**src/rtl/ut_core_arbiter.sv**
```systemverilog
// ut_core_arbiter: round-robin share of one timestamp-to-BCD core among NREQ requesters.
// Collects the serial digit burst into one packed word and returns it tagged with the requester id.
module ut_core_arbiter #(
   parameter int NREQ     = 4,
   parameter int ID_W     = 2,
   parameter int TIME_W   = 31,
   parameter int DIGITS   = 14,
   parameter int MAX_WAIT = 64
) (
   input  logic                     clk,
   input  logic                     rst_n,
   input  logic [NREQ-1:0]          req_valid,
   input  logic [NREQ*TIME_W-1:0]   req_time,
   output logic [NREQ-1:0]          req_ready,
   output logic                     core_in_valid,
   output logic [TIME_W-1:0]        core_in_time,
   input  logic                     core_out_valid,
   input  logic [3:0]               core_out_display,
   input  logic [2:0]               core_out_day,
   output logic                     resp_valid,
   output logic [ID_W-1:0]          resp_id,
   output logic [4*DIGITS-1:0]      resp_bcd,
   output logic [2:0]               resp_day,
   output logic                     resp_err
);
   localparam int TW = $clog2(MAX_WAIT + 1);
   localparam int CW = $clog2(DIGITS + 1);
   typedef enum logic [2:0] {IDLE, ISSUE, WAIT, COLLECT, RESP} state_t;
   state_t state;
   logic [ID_W-1:0] rr_ptr, id, gid;
   logic [ID_W:0] j;
   logic [TW-1:0] timer;
   logic [CW-1:0] cnt;
   logic [4*DIGITS-5:0] sr;
   logic [2:0] day;
   // scan from the highest offset down so the nearest valid requester after rr_ptr wins
   always_comb begin
      gid = '0;
      j = '0;
      for (int i = NREQ - 1; i >= 0; i--) begin
         j = {1'b0, rr_ptr} + (ID_W+1)'(i);
         j = (j >= (ID_W+1)'(NREQ)) ? j - (ID_W+1)'(NREQ) : j;
         gid = req_valid[j[ID_W-1:0]] ? j[ID_W-1:0] : gid;
      end
   end
   assign req_ready = (rst_n && state == IDLE && |req_valid) ? NREQ'(1) << gid : '0;
   always_ff @(posedge clk or negedge rst_n) begin
      if (!rst_n) begin
         state <= IDLE;
         rr_ptr <= '0;
         id <= '0;
         timer <= '0;
         cnt <= '0;
         sr <= '0;
         day <= '0;
         core_in_valid <= 1'b0;
         core_in_time <= '0;
         resp_valid <= 1'b0;
         resp_id <= '0;
         resp_bcd <= '0;
         resp_day <= '0;
         resp_err <= 1'b0;
      end else begin
         case (state)
            IDLE: if (|req_valid) begin
               id <= gid;
               core_in_valid <= 1'b1;
               core_in_time <= req_time[gid*TIME_W +: TIME_W];
               state <= ISSUE;
            end
            ISSUE: begin
               core_in_valid <= 1'b0;
               core_in_time <= '0;
               timer <= '0;
               state <= WAIT;
            end
            WAIT: begin
               timer <= (timer == TW'(MAX_WAIT)) ? timer : timer + 1'b1;
               if (core_out_valid) begin
                  sr <= (4*DIGITS-4)'(core_out_display);
                  day <= core_out_day;
                  cnt <= CW'(1);
                  state <= COLLECT;
               end else if (timer == TW'(MAX_WAIT - 1)) begin
                  resp_valid <= 1'b1;
                  resp_id <= id;
                  resp_err <= 1'b1;
                  state <= RESP;
               end
            end
            COLLECT: begin
               if (!core_out_valid) begin
                  resp_valid <= 1'b1;
                  resp_id <= id;
                  resp_err <= 1'b1;
                  state <= RESP;
               end else if (cnt == CW'(DIGITS - 1)) begin
                  resp_valid <= 1'b1;
                  resp_id <= id;
                  resp_bcd <= {sr, core_out_display};
                  resp_day <= day;
                  state <= RESP;
               end else begin
                  sr <= {sr[4*DIGITS-9:0], core_out_display};
                  cnt <= cnt + 1'b1;
               end
            end
            RESP: begin
               resp_valid <= 1'b0;
               resp_id <= '0;
               resp_bcd <= '0;
               resp_day <= '0;
               resp_err <= 1'b0;
               rr_ptr <= (id == ID_W'(NREQ - 1)) ? '0 : id + 1'b1;
               state <= IDLE;
            end
            default: state <= IDLE;
         endcase
      end
   end
endmodule
```
**config.mk**
```make
export PLATFORM = sky130hd
export DESIGN_NAME = ut_core_arbiter
export DESIGN_NICKNAME = d
export VERILOG_FILES = /design/src/rtl/ut_core_arbiter.sv
export SDC_FILE = /design/constraint.sdc
export NUM_CORES = 1
export LEC_CHECK = 0
export CAP_MARGIN = 10
export CORE_ASPECT_RATIO = 2
export CORE_MARGIN = 3
export CORE_UTILIZATION = 36
export CTS_BUF_LIST = sky130_fd_sc_hd__clkbuf_16
export DETAILED_ROUTE_END_ITERATION = 6
export SYNTH_ARGS = -nofsm -noshare
export SYNTH_HDL_FRONTEND = slang
export SYNTH_SLANG_ARGS = --single-unit
export TNS_END_PERCENT = 5
```
**constraint.sdc**
```tcl
create_clock -name clk -period 4.5 [get_ports clk]
set_input_delay 1.125 -clock clk [delete_from_list [all_inputs] [get_ports clk]]
set_output_delay 1.125 -clock clk [all_outputs]
set_load 0.005 [all_outputs]
```
==> results of run 1 <==
cell type report:
| cell class | instances | area (um^2) |
|---|---|---|
| Fill cell | 2150 | 11000 |
| Multi-Input combinational cell | 600 | 3520 |
| Clock inverter | 15 | 126 |
| Clock buffer | 17 | 425 |
| Sequential cell | 168 | 4200 |
| Tap cell | 276 | 345 |
| Timing Repair Buffer | 265 | 2600 |
| Inverter | 39 | 146 |
metal layers:
metal / vias up / GRT usage / part of all wire
met5: - / 0 / 0
met4: 0 / 0.0814 / 0.028
met3: 31 / 0.0640 / 0.070
met2: 240 / 0.351 / 0.52
met1: 3385 / 0.212 / 0.38
li1: 3477 / - / -
cell families (layout without fill, tap and decap cells):
| logic type | after synthesis | in the layout | synth area share |
|---|---|---|---|
| buffers and inverters | 113 | 336 | 0.0705 |
| DFF | 168 | 168 | 0.508 |
| xor gates and xnor gates | 6 | 6 | 0.00635 |
| AOI/OAI and AO/OA | 182 | 182 | 0.170 |
| and+or+nand+nor | 402 | 402 | 0.231 |
| muxes | 5 | 5 | 0.00681 |
| adders and majority gates | 5 | 5 | 0.00756 |
sequential cells by signal, summed over array words and instances (netlist names), 2 cells and up:
| name | flops |
|---|---|
| cnt | 4 |
| core_in_time | 31 |
| day | 3 |
| id | 2 |
| resp_bcd | 56 |
| resp_day | 3 |
| resp_id | 2 |
| rr_ptr | 2 |
| sr | 52 |
| state | 3 |
| timer | 7 |
power by group through the flow:
stage                     combinational (mW)  clock (mW)  sequential, mW
after floorplan                         1.32           0            2.08
after global routing                    2.39        1.50            2.19
after detailed placement                2.20           0            2.16
after global placement                  2.18           0            2.15
final                                   2.16        1.38            2.14
after CTS                               2.21        1.43            2.14
worst reg2reg max path, cell delays in order (launching register included):
cell and delay [ns]:
dfrtp_1 0.62, and3b_1 0.49, a21oi_1 0.17, a21oi_4 0.62, buf_12 0.29, nand3_1 0.13, o21ai_1 0.11
repair_timing:
action | CTS | global route
setup buffers | 0 | 0
resized for setup | 0 | 2
endpoints found under the setup margin | 0 | 2
hold buffers | 0 | 0
cell usage after synthesis (2+ instances only):
cell | count | area share
clkbuf_1 | 33 | 0.015
xor2_1 | 2 | 0.0021
a211oi_2 | 33 | 0.050
buf_2 | 19 | 0.011
nor3_1 | 8 | 0.0048
o21ai_0 | 29 | 0.018
inv_1 | 39 | 0.018
a211oi_1 | 32 | 0.029
o31ai_1 | 27 | 0.025
dfrtp_1 | 168 | 0.51
nor2_1 | 18 | 0.0082
nor4_1 | 2 | 0.0015
mux2_1 | 3 | 0.0041
a22o_1 | 3 | 0.0032
buf_1 | 6 | 0.0027
buf_6 | 10 | 0.014
xnor2_1 | 4 | 0.0042
mux2_2 | 2 | 0.0027
buf_12 | 3 | 0.0073
nand2_1 | 200 | 0.091
nand2b_1 | 6 | 0.0045
clkbuf_4 | 2 | 0.0018
a21oi_1 | 30 | 0.018
ha_1 | 5 | 0.0076
nor2b_1 | 5 | 0.0038
o21ai_1 | 13 | 0.0079
and3_4 | 5 | 0.0068
o31ai_2 | 5 | 0.0076
and2_1 | 2 | 0.0015
nand3_1 | 85 | 0.051
and3_1 | 61 | 0.046
worst paths after layout:
check                           slack (ns)                      endpoint
worst min register to register        0.48            sr[48]$_DFFE_PN0P_
worst min-delay path                  0.48            sr[48]$_DFFE_PN0P_
min in group asynchronous             0.84  core_in_time[27]$_DFFE_PN0P_
worst max-delay path                  0.20                  req_ready[2]
worst max register to register        2.00      resp_bcd[13]$_DFFE_PN0P_
max in group asynchronous             1.60      resp_bcd[25]$_DFFE_PN0P_
through the flow:
step | power (mW) | util | worst slack [ns] | area (um^2)
2_1_floorplan | 3.40 | - | 0.928 | 8270
3_3_place_gp | 4.33 | 0.484 | 0.0829 | 10800
3_5_place_dp | 4.36 | 0.484 | 0.0343 | 10800
4_1_cts | 5.78 | 0.508 | 0.0102 | 11400
5_1_grt | 6.08 | 0.508 | 0.0407 | 11400
6_report | 5.68 | 0.508 | 0.199 | 11400
==> run summary, run 1 <==
outcome -> completed
Setup Skew -> 0.0121 ns
synth unique cells -> 52
CP cell instances -> clkdlybuf4s50_1 -> nor2b_1 -> a21boi_1 -> o32ai_4 -> nor3_1 -> clkdlybuf4s50_1
Clock power frac -> 0.244
CTS tree -> built
syn nets -> 1024
vias -> 7133
core region area -> 0.0224 mm^2
number of cells on the critical path -> 6
Worst path top cell family by delay -> buffers and inverters
leakage -> 5.03 nW
Worst setup SP type -> input port
die area -> 0.0249 mm^2
yosys warns -> 0
# DRC -> 0
Slew headroom -> 0.293
internal cell power -> 3.64 mW
Arr. time, crit path -> 3.18 ns
post-synthesis async set-or-reset flop share -> 1.00
# IOs -> 237
commonest non-fill, non-tap cell in the layout -> clkdlybuf4s50_1
DR vias/cell -> 5.17
largest net degree at the start of global routing -> 63
CP required -> 3.38 ns
Min-Delay Path Class -> reg2reg
Clock Latency Late Sink -> 0.43 ns
first-pass GRT wire length -> 38700 um
die width -> 113 um
most frequent cells in the layout -> 233 x clkdlybuf4s50_1, 200 x nand2_1, 168 x dfrtp_1, 84 x nand3_1, 61 x and3_1
most used cell, CP -> clkdlybuf4s50_1
Root Buffer -> clkbuf_16
flops & latches, synth -> 168
slowest CP cell -> clkdlybuf4s50_1
total of max-cap violations -> 0
Die Y -> 220 um
fin crit share -> 0.956
Crit Path Class -> in2out
total grt overflow -> 0
Max Fclk -> 0.233 GHz
unrepaired setup endpoints after global routing -> false
critical path's largest stage delay -> 0.60 ns
Rows -> 77
cell count after synthesis -> 881
vias in the first global route -> 7358
Top FF cell, synth -> dfrtp_1
Area Growth Syn to Fin -> 37.4%
htree depth -> 4
Comb pwr share -> 0.380
EDFF count, synth -> 0
CP Buf/Inv Count -> 2
number of antenna violations at the first check in global routing -> 0
hold depth -> 2
Worst Setup End Kind -> primary output
Netlist Area Pre-Place -> 0.00827 mm^2
iteration count of the initial detailed-routing pass -> 6
GRT Overall Usage -> 0.197
WHS -> 0.479 ns
hold_sp -> sr[48]$_DFFE_PN0P_
Net Sw Power -> 2.04 mW
CTS buffer count -> 17
CTS max path bufs -> 2
Final Setup Violations -> 0
clock tree sinks -> 168
ANT cells -> 0
Slew Viols, Final -> 0
Net Sw Frac -> 0.359
clk slew on worst S/H paths -> 0.06 ns
drt wl/cell -> 17.5 um
power per cell area -> 500 mW/mm^2
Seq/Total Area, Yosys -> 0.508
DRT iter0 DRCs -> 329
TNS Setup -> 0 ns
initial core utilization -> 0.370
worst slew pin tran -> 1.06 ns
Routability Congestion -> 0.807
NumNets Final -> 1234
Mean Syn Cell Area -> 9.39 um^2
share of cells above drive strength 1 -> 0.101
I/O Buffers -> 236
sequential power share -> 0.376
placed cells -> 1348
Routed WL -> 24100 um
post-detail-place hpwl -> 17100 um
Worst R2R Path Depth -> 6
min cycle time layout -> 4.30 ns
crit path launch -> req_valid[2]
maximum vdd ir drop -> 0.000273 V
Worst Path Max Fanout -> 3
Fin. Hold Viols -> 0
antenna viol nets, final -> 0
R2R Path Start -> state[0]$_DFFE_PN0P_
fin cells -> 1380
Power figures use the tool's default switching activity.
==> run 2, diff against run 1 <==
--- a/config.mk
+++ b/config.mk
@@ -7,7 +7,6 @@
 export LEC_CHECK = 0
 export CAP_MARGIN = 10
 export CORE_ASPECT_RATIO = 2
-export CORE_MARGIN = 3
 export CORE_UTILIZATION = 36
 export CTS_BUF_LIST = sky130_fd_sc_hd__clkbuf_16
 export DETAILED_ROUTE_END_ITERATION = 6
==> run 2 against run 1 <==
Non-clock buffer count is 5 lower. Count of clock-buffer cells in the layout stayed put. Via count is 0.31% higher. Critical endpoint is now req_ready[1]. Largest cell class unchanged. Sequential power hardly changed. Die area is 5.3% lower. Final cell count hardly changed. Power is 1.7% higher.
==> run summary, run 2 (synthesis results as in run 1) <==
Rows -> 78
maximum vdd ir drop -> 0.000280 V
htree depth -> 4
Root Buffer -> clkbuf_16
total of max-cap violations -> 0
hold_sp -> core_in_time[17]$_DFFE_PN0P_
CTS max path bufs -> 2
CP required -> 3.38 ns
I/O Buffers -> 236
NumNets Final -> 1229
power per cell area -> 507 mW/mm^2
Slew headroom -> 0.299
Filler cells -> 2196
share of cells above drive strength 1 -> 0.100
die area -> 0.0236 mm^2
post-CTS setup buffers -> 0
min cycle time layout -> 4.45 ns
worst slew pin tran -> 1.05 ns
post-detail-place hpwl -> 16500 um
CTS tree -> built
setup ws final -> 0.0526 ns
WHS -> 0.476 ns
GRT Overall Usage -> 0.208
Min-Delay Path Class -> reg2reg
Worst Path Max Fanout -> 4
Die Y -> 216 um
number of antenna violations at the first check in global routing -> 0
Worst setup SP type -> input port
Power Total -> 5.78 mW
# IOs -> 237
crit path launch -> req_valid[1]
Setup Skew -> 0.0126 ns
initial core utilization -> 0.365
core region area -> 0.0226 mm^2
number of flip-flops under the largest register name -> 56
leakage -> 5.01 nW
antenna viol nets, final -> 0
iteration count of the initial detailed-routing pass -> 4
Area Growth Syn to Fin -> 37.7%
Worst Setup End Kind -> primary output
Most flops, register -> resp_bcd
DR vias/cell -> 5.19
Arr. time, crit path -> 3.32 ns
Final Setup Violations -> 0
die width -> 109 um
R2R Path Start -> state[2]$_DFFE_PN0P_
Slew Viols, Final -> 0
Routability Congestion -> 0.782
clock tree sinks -> 168
Largest regs -> resp_bcd x56, sr x52, core_in_time x31
Max Fclk -> 0.225 GHz
DRT iter0 DRCs -> 251
# hold bufs at CTS -> 0
most frequent cells in the layout -> 234 x clkdlybuf4s50_1, 200 x nand2_1, 168 x dfrtp_1, 84 x nand3_1, 60 x and3_1
Crit Path Class -> in2out
first-pass GRT wire length -> 37700 um
Fin. Hold Viols -> 0
clk slew on worst S/H paths -> 0.06 ns
vias in the first global route -> 7265
Place WS -> 0.0119 ns
CTS buffer count -> 17
largest net degree at the start of global routing -> 146
fin crit share -> 0.988
outcome -> completed
total grt overflow -> 0
drt wl/cell -> 16.9 um
ANT cells -> 0
Clock Latency Late Sink -> 0.43 ns
final core occ -> 0.503
# DRC -> 0
vias -> 7155
Routed WL -> 23300 um
commonest non-fill, non-tap cell in the layout -> clkdlybuf4s50_1
## run 2: final cells by class
class / count / area, um^2 / area share
timing repair buffer: 260 / 2560 / 0.225
clock inverter: 15 / 175 / 0.0154
tap: 280 / 350 / 0.0307
sequential: 168 / 4200 / 0.369
clock buffer: 17 / 425 / 0.0373
multi-input combinational: 600 / 3530 / 0.310
inverter: 39 / 146 / 0.0128
## run 2: path summary, 6_finish.rpt
path / end / slack [ns] / cells after the start
min in group asynchronous: resp_bcd[36]$_DFFE_PN0P_ / 0.55 / 1
max in group asynchronous: resp_bcd[13]$_DFFE_PN0P_ / 2.86 / 2
setup reg to reg: resp_bcd[11]$_DFFE_PN0P_ / 2.04 / 6
setup / recovery: req_ready[1] / 0.05 / 6
hold reg to reg: core_in_time[17]$_DFFE_PN0P_ / 0.48 / 2
hold / removal: core_in_time[17]$_DFFE_PN0P_ / 0.48 / 2
## run 2: timing repair
| action | CTS | global route |
|---|---|---|
| endpoints found under the setup margin | 1 | 2 |
| cloned | 0 | 0 |
| resized for setup | 2 | 2 |
## run 2: stage by stage
stage          cells  TNS [ns]  cell area [um^2]
6_report        1379         0             11400
3_5_place_dp    1347         0             10800
3_3_place_gp    1347  -0.00307             10800
2_1_floorplan    881         0              8270
5_1_grt         1379   -0.0250             11400
4_1_cts         1379         0             11400
## run 2: power breakdown
group	switching [mW]	internal, mW
clock network	0.626	0.873
logic	1.14	1.01
registers	0.274	1.86
total	2.04	3.74
## run 2: per-layer routing
metal / vias up / track usage / share of wire
li1: 3456 / - / -
met1: 3443 / 0.220 / 0.38
met4: 0 / 0.0796 / 0.028
met5: - / 0 / 0
met2: 220 / 0.377 / 0.54
met3: 36 / 0.0620 / 0.058
## run 2: critical path, cell delays in order
cell	delay, ns
clkdlybuf4s50_1	0.56
nor2_1	0.09
or4b_1	0.55
and2_1	0.24
nor3_2	0.20
clkdlybuf4s50_1	0.56
==> run 3, diff against run 2 <==
--- a/config.mk
+++ b/config.mk
@@ -10,6 +10,7 @@
 export CORE_UTILIZATION = 36
 export CTS_BUF_LIST = sky130_fd_sc_hd__clkbuf_16
 export DETAILED_ROUTE_END_ITERATION = 6
+export PLACE_DENSITY = 0.71
 export SYNTH_ARGS = -nofsm -noshare
 export SYNTH_HDL_FRONTEND = slang
 export SYNTH_SLANG_ARGS = --single-unit
==> run 3 against run 2 <==
Sequential power barely moved. Register-to-register slack got worse by 0.38 ns. Design area fell by 0.74%. Critical endpoint is now req_ready[3]. Wire length fell by 1.6%. Final cell count fell by 0.51%. Highest routed layer unchanged. Non-clock buffer count fell by 7. Worst setup slack got worse by 0.051 ns. Global-route usage fell by 0.41 points. Sequential cell count did not move. Hold slack got worse by 0.0098 ns.
==> run summary, run 3 (synthesis results as in run 1) <==
Area Growth Syn to Fin -> 36.7%
Place WS -> -0.0425 ns
Worst R2R Path Depth -> 7
ANT cells -> 0
vias -> 7166
core region area -> 0.0226 mm^2
Net Sw Power -> 2.07 mW
total of max-cap violations -> 0
slowest CP cell -> or4b_2
number of flip-flops under the largest register name -> 56
# DRC -> 0
die width -> 109 um
CTS buffer count -> 17
Min-Delay Path Class -> in2async
commonest non-fill, non-tap cell in the layout -> clkdlybuf4s50_1
# resized after CTS -> 3
initial core utilization -> 0.365
min cycle time layout -> 4.50 ns
CTS max path bufs -> 2
worst slew pin tran -> 0.968 ns
DR vias/cell -> 5.22
most used cell, CP -> clkdlybuf4s50_1
NumNets Final -> 1222
Most flops, register -> resp_bcd
Largest regs -> resp_bcd x56, sr x52, core_in_time x31
met1 Usage GRT -> 0.220
Worst path top cell family by delay -> simple AND/OR/NAND/NOR gates
Die Y -> 216 um
worst reg2reg path endpoint -> core_in_time[5]$_DFFE_PN0P_
power per cell area -> 500 mW/mm^2
Routed WL -> 22900 um
Net Sw Frac -> 0.366
Crit Path Class -> in2out
met3 Use GR -> 0.0544
# IOs -> 237
number of antenna violations at the first check in global routing -> 0
die area -> 0.0236 mm^2
Final Setup Violations -> 0
unrepaired setup endpoints after global routing -> true
sequential power share -> 0.377
fin cells -> 1372
maximum vdd ir drop -> 0.000420 V
Arr. time, crit path -> 3.37 ns
clk slew on worst S/H paths -> 0.07 ns
Max Fclk -> 0.222 GHz
clock tree sinks -> 168
critical path's largest stage delay -> 0.71 ns
CP cell instances -> clkdlybuf4s50_1 -> nor2b_1 -> or4b_2 -> and2_4 -> nor3_1 -> clkdlybuf4s50_1
Clock Latency Late Sink -> 0.44 ns
CTS tree -> built
Worst Setup End Kind -> primary output
grt met2 use -> 0.368
outcome -> completed
Clock power frac -> 0.249
vias in the first global route -> 7196
antenna viol nets, final -> 0
busiest grt layer -> met2
setup ws final -> 0.00195 ns
CP Buf/Inv Count -> 2
Slew headroom -> 0.355
first-pass GRT wire length -> 37000 um
Worst setup SP type -> input port
Rows -> 78
Root Buffer -> clkbuf_16
leakage -> 4.95 nW
Routability Congestion -> 0.814
Slew Viols, Final -> 0
GRT Overall Usage -> 0.204
htree depth -> 4
placed cells -> 1340
final core occ -> 0.500
iteration count of the initial detailed-routing pass -> 7
# hold bufs at CTS -> 0
CP required -> 3.38 ns
share of cells above drive strength 1 -> 0.0962
fin crit share -> 1.00
Worst Path Max Fanout -> 3
drt wl/cell -> 16.7 um
Comb pwr share -> 0.374
I/O Buffers -> 236
WHS -> 0.466 ns
Fin. Hold Viols -> 0
post-CTS setup buffers -> 0
post-detail-place hpwl -> 16100 um
largest net degree at the start of global routing -> 167
total grt overflow -> 0
Filler cells -> 2191
R2R Setup Slk -> 1.66 ns
most frequent cells in the layout -> 235 x clkdlybuf4s50_1, 200 x nand2_1, 168 x dfrtp_1, 84 x nand3_1, 60 x and3_1
R2R Path Start -> rr_ptr[0]$_DFFE_PN0P_
Setup Skew -> 0.0177 ns
DRT iter0 DRCs -> 261
internal cell power -> 3.59 mW
## run 3: changes by cell type in the layout (fill, tap and decap cells not counted), moves of 2 or more
cell       change
buf_4          -8
inv_8          +4
bufinv_16      -3
inv_6          +3
clkinv_4       -4
clkinv_1       -2
## run 3: worst max path at each step
stage	end	start	depth (start not counted)	slack, ns
finish	req_ready[3]	req_valid[2]	6	0.002
global route	req_ready[2]	req_valid[2]	7	-0.06
CTS	req_ready[3]	req_valid[2]	6	0.004
detailed placement	req_ready[1]	req_valid[2]	6	-0.04
global placement	req_ready[2]	req_valid[2]	7	0.01
floorplan	req_ready[1]	req_valid[2]	6	0.93
## run 3: power groups by stage
stage          logic, mW  clock network (mW)  registers [mW]
2_1_floorplan       1.32                   0            2.08
3_3_place_gp        2.10                   0            2.14
3_5_place_dp        2.13                   0            2.16
4_1_cts             2.15                1.44            2.14
5_1_grt             2.33                1.50            2.18
6_report            2.12                1.41            2.13
## run 3: final cells by class
type	instances	area, um^2	share of cell area
repair buffers	253	2520	0.223
flip-flops and latches	168	4200	0.372
inverters	39	146	0.0129
clock inverters	15	136	0.0121
well taps	280	350	0.0310
multi-input cells	600	3530	0.312
clock buffers	17	425	0.0376
## run 3: routing by layer
layer  share of wire  up-vias
li1                -     3442
met1            0.37     3462
met2            0.55      230
met3           0.056       32
met4           0.024        0
met5               0        -
## run 3: per-stage QoR
step | total power [mW] | instance area, um^2 | TNS (ns)
6_report | 5.66 | 11300 | 0
5_1_grt | 6.01 | 11300 | -0.206
4_1_cts | 5.73 | 11300 | 0
3_5_place_dp | 4.29 | 10700 | -0.117
3_3_place_gp | 4.24 | 10700 | 0
2_1_floorplan | 3.40 | 8270 | 0
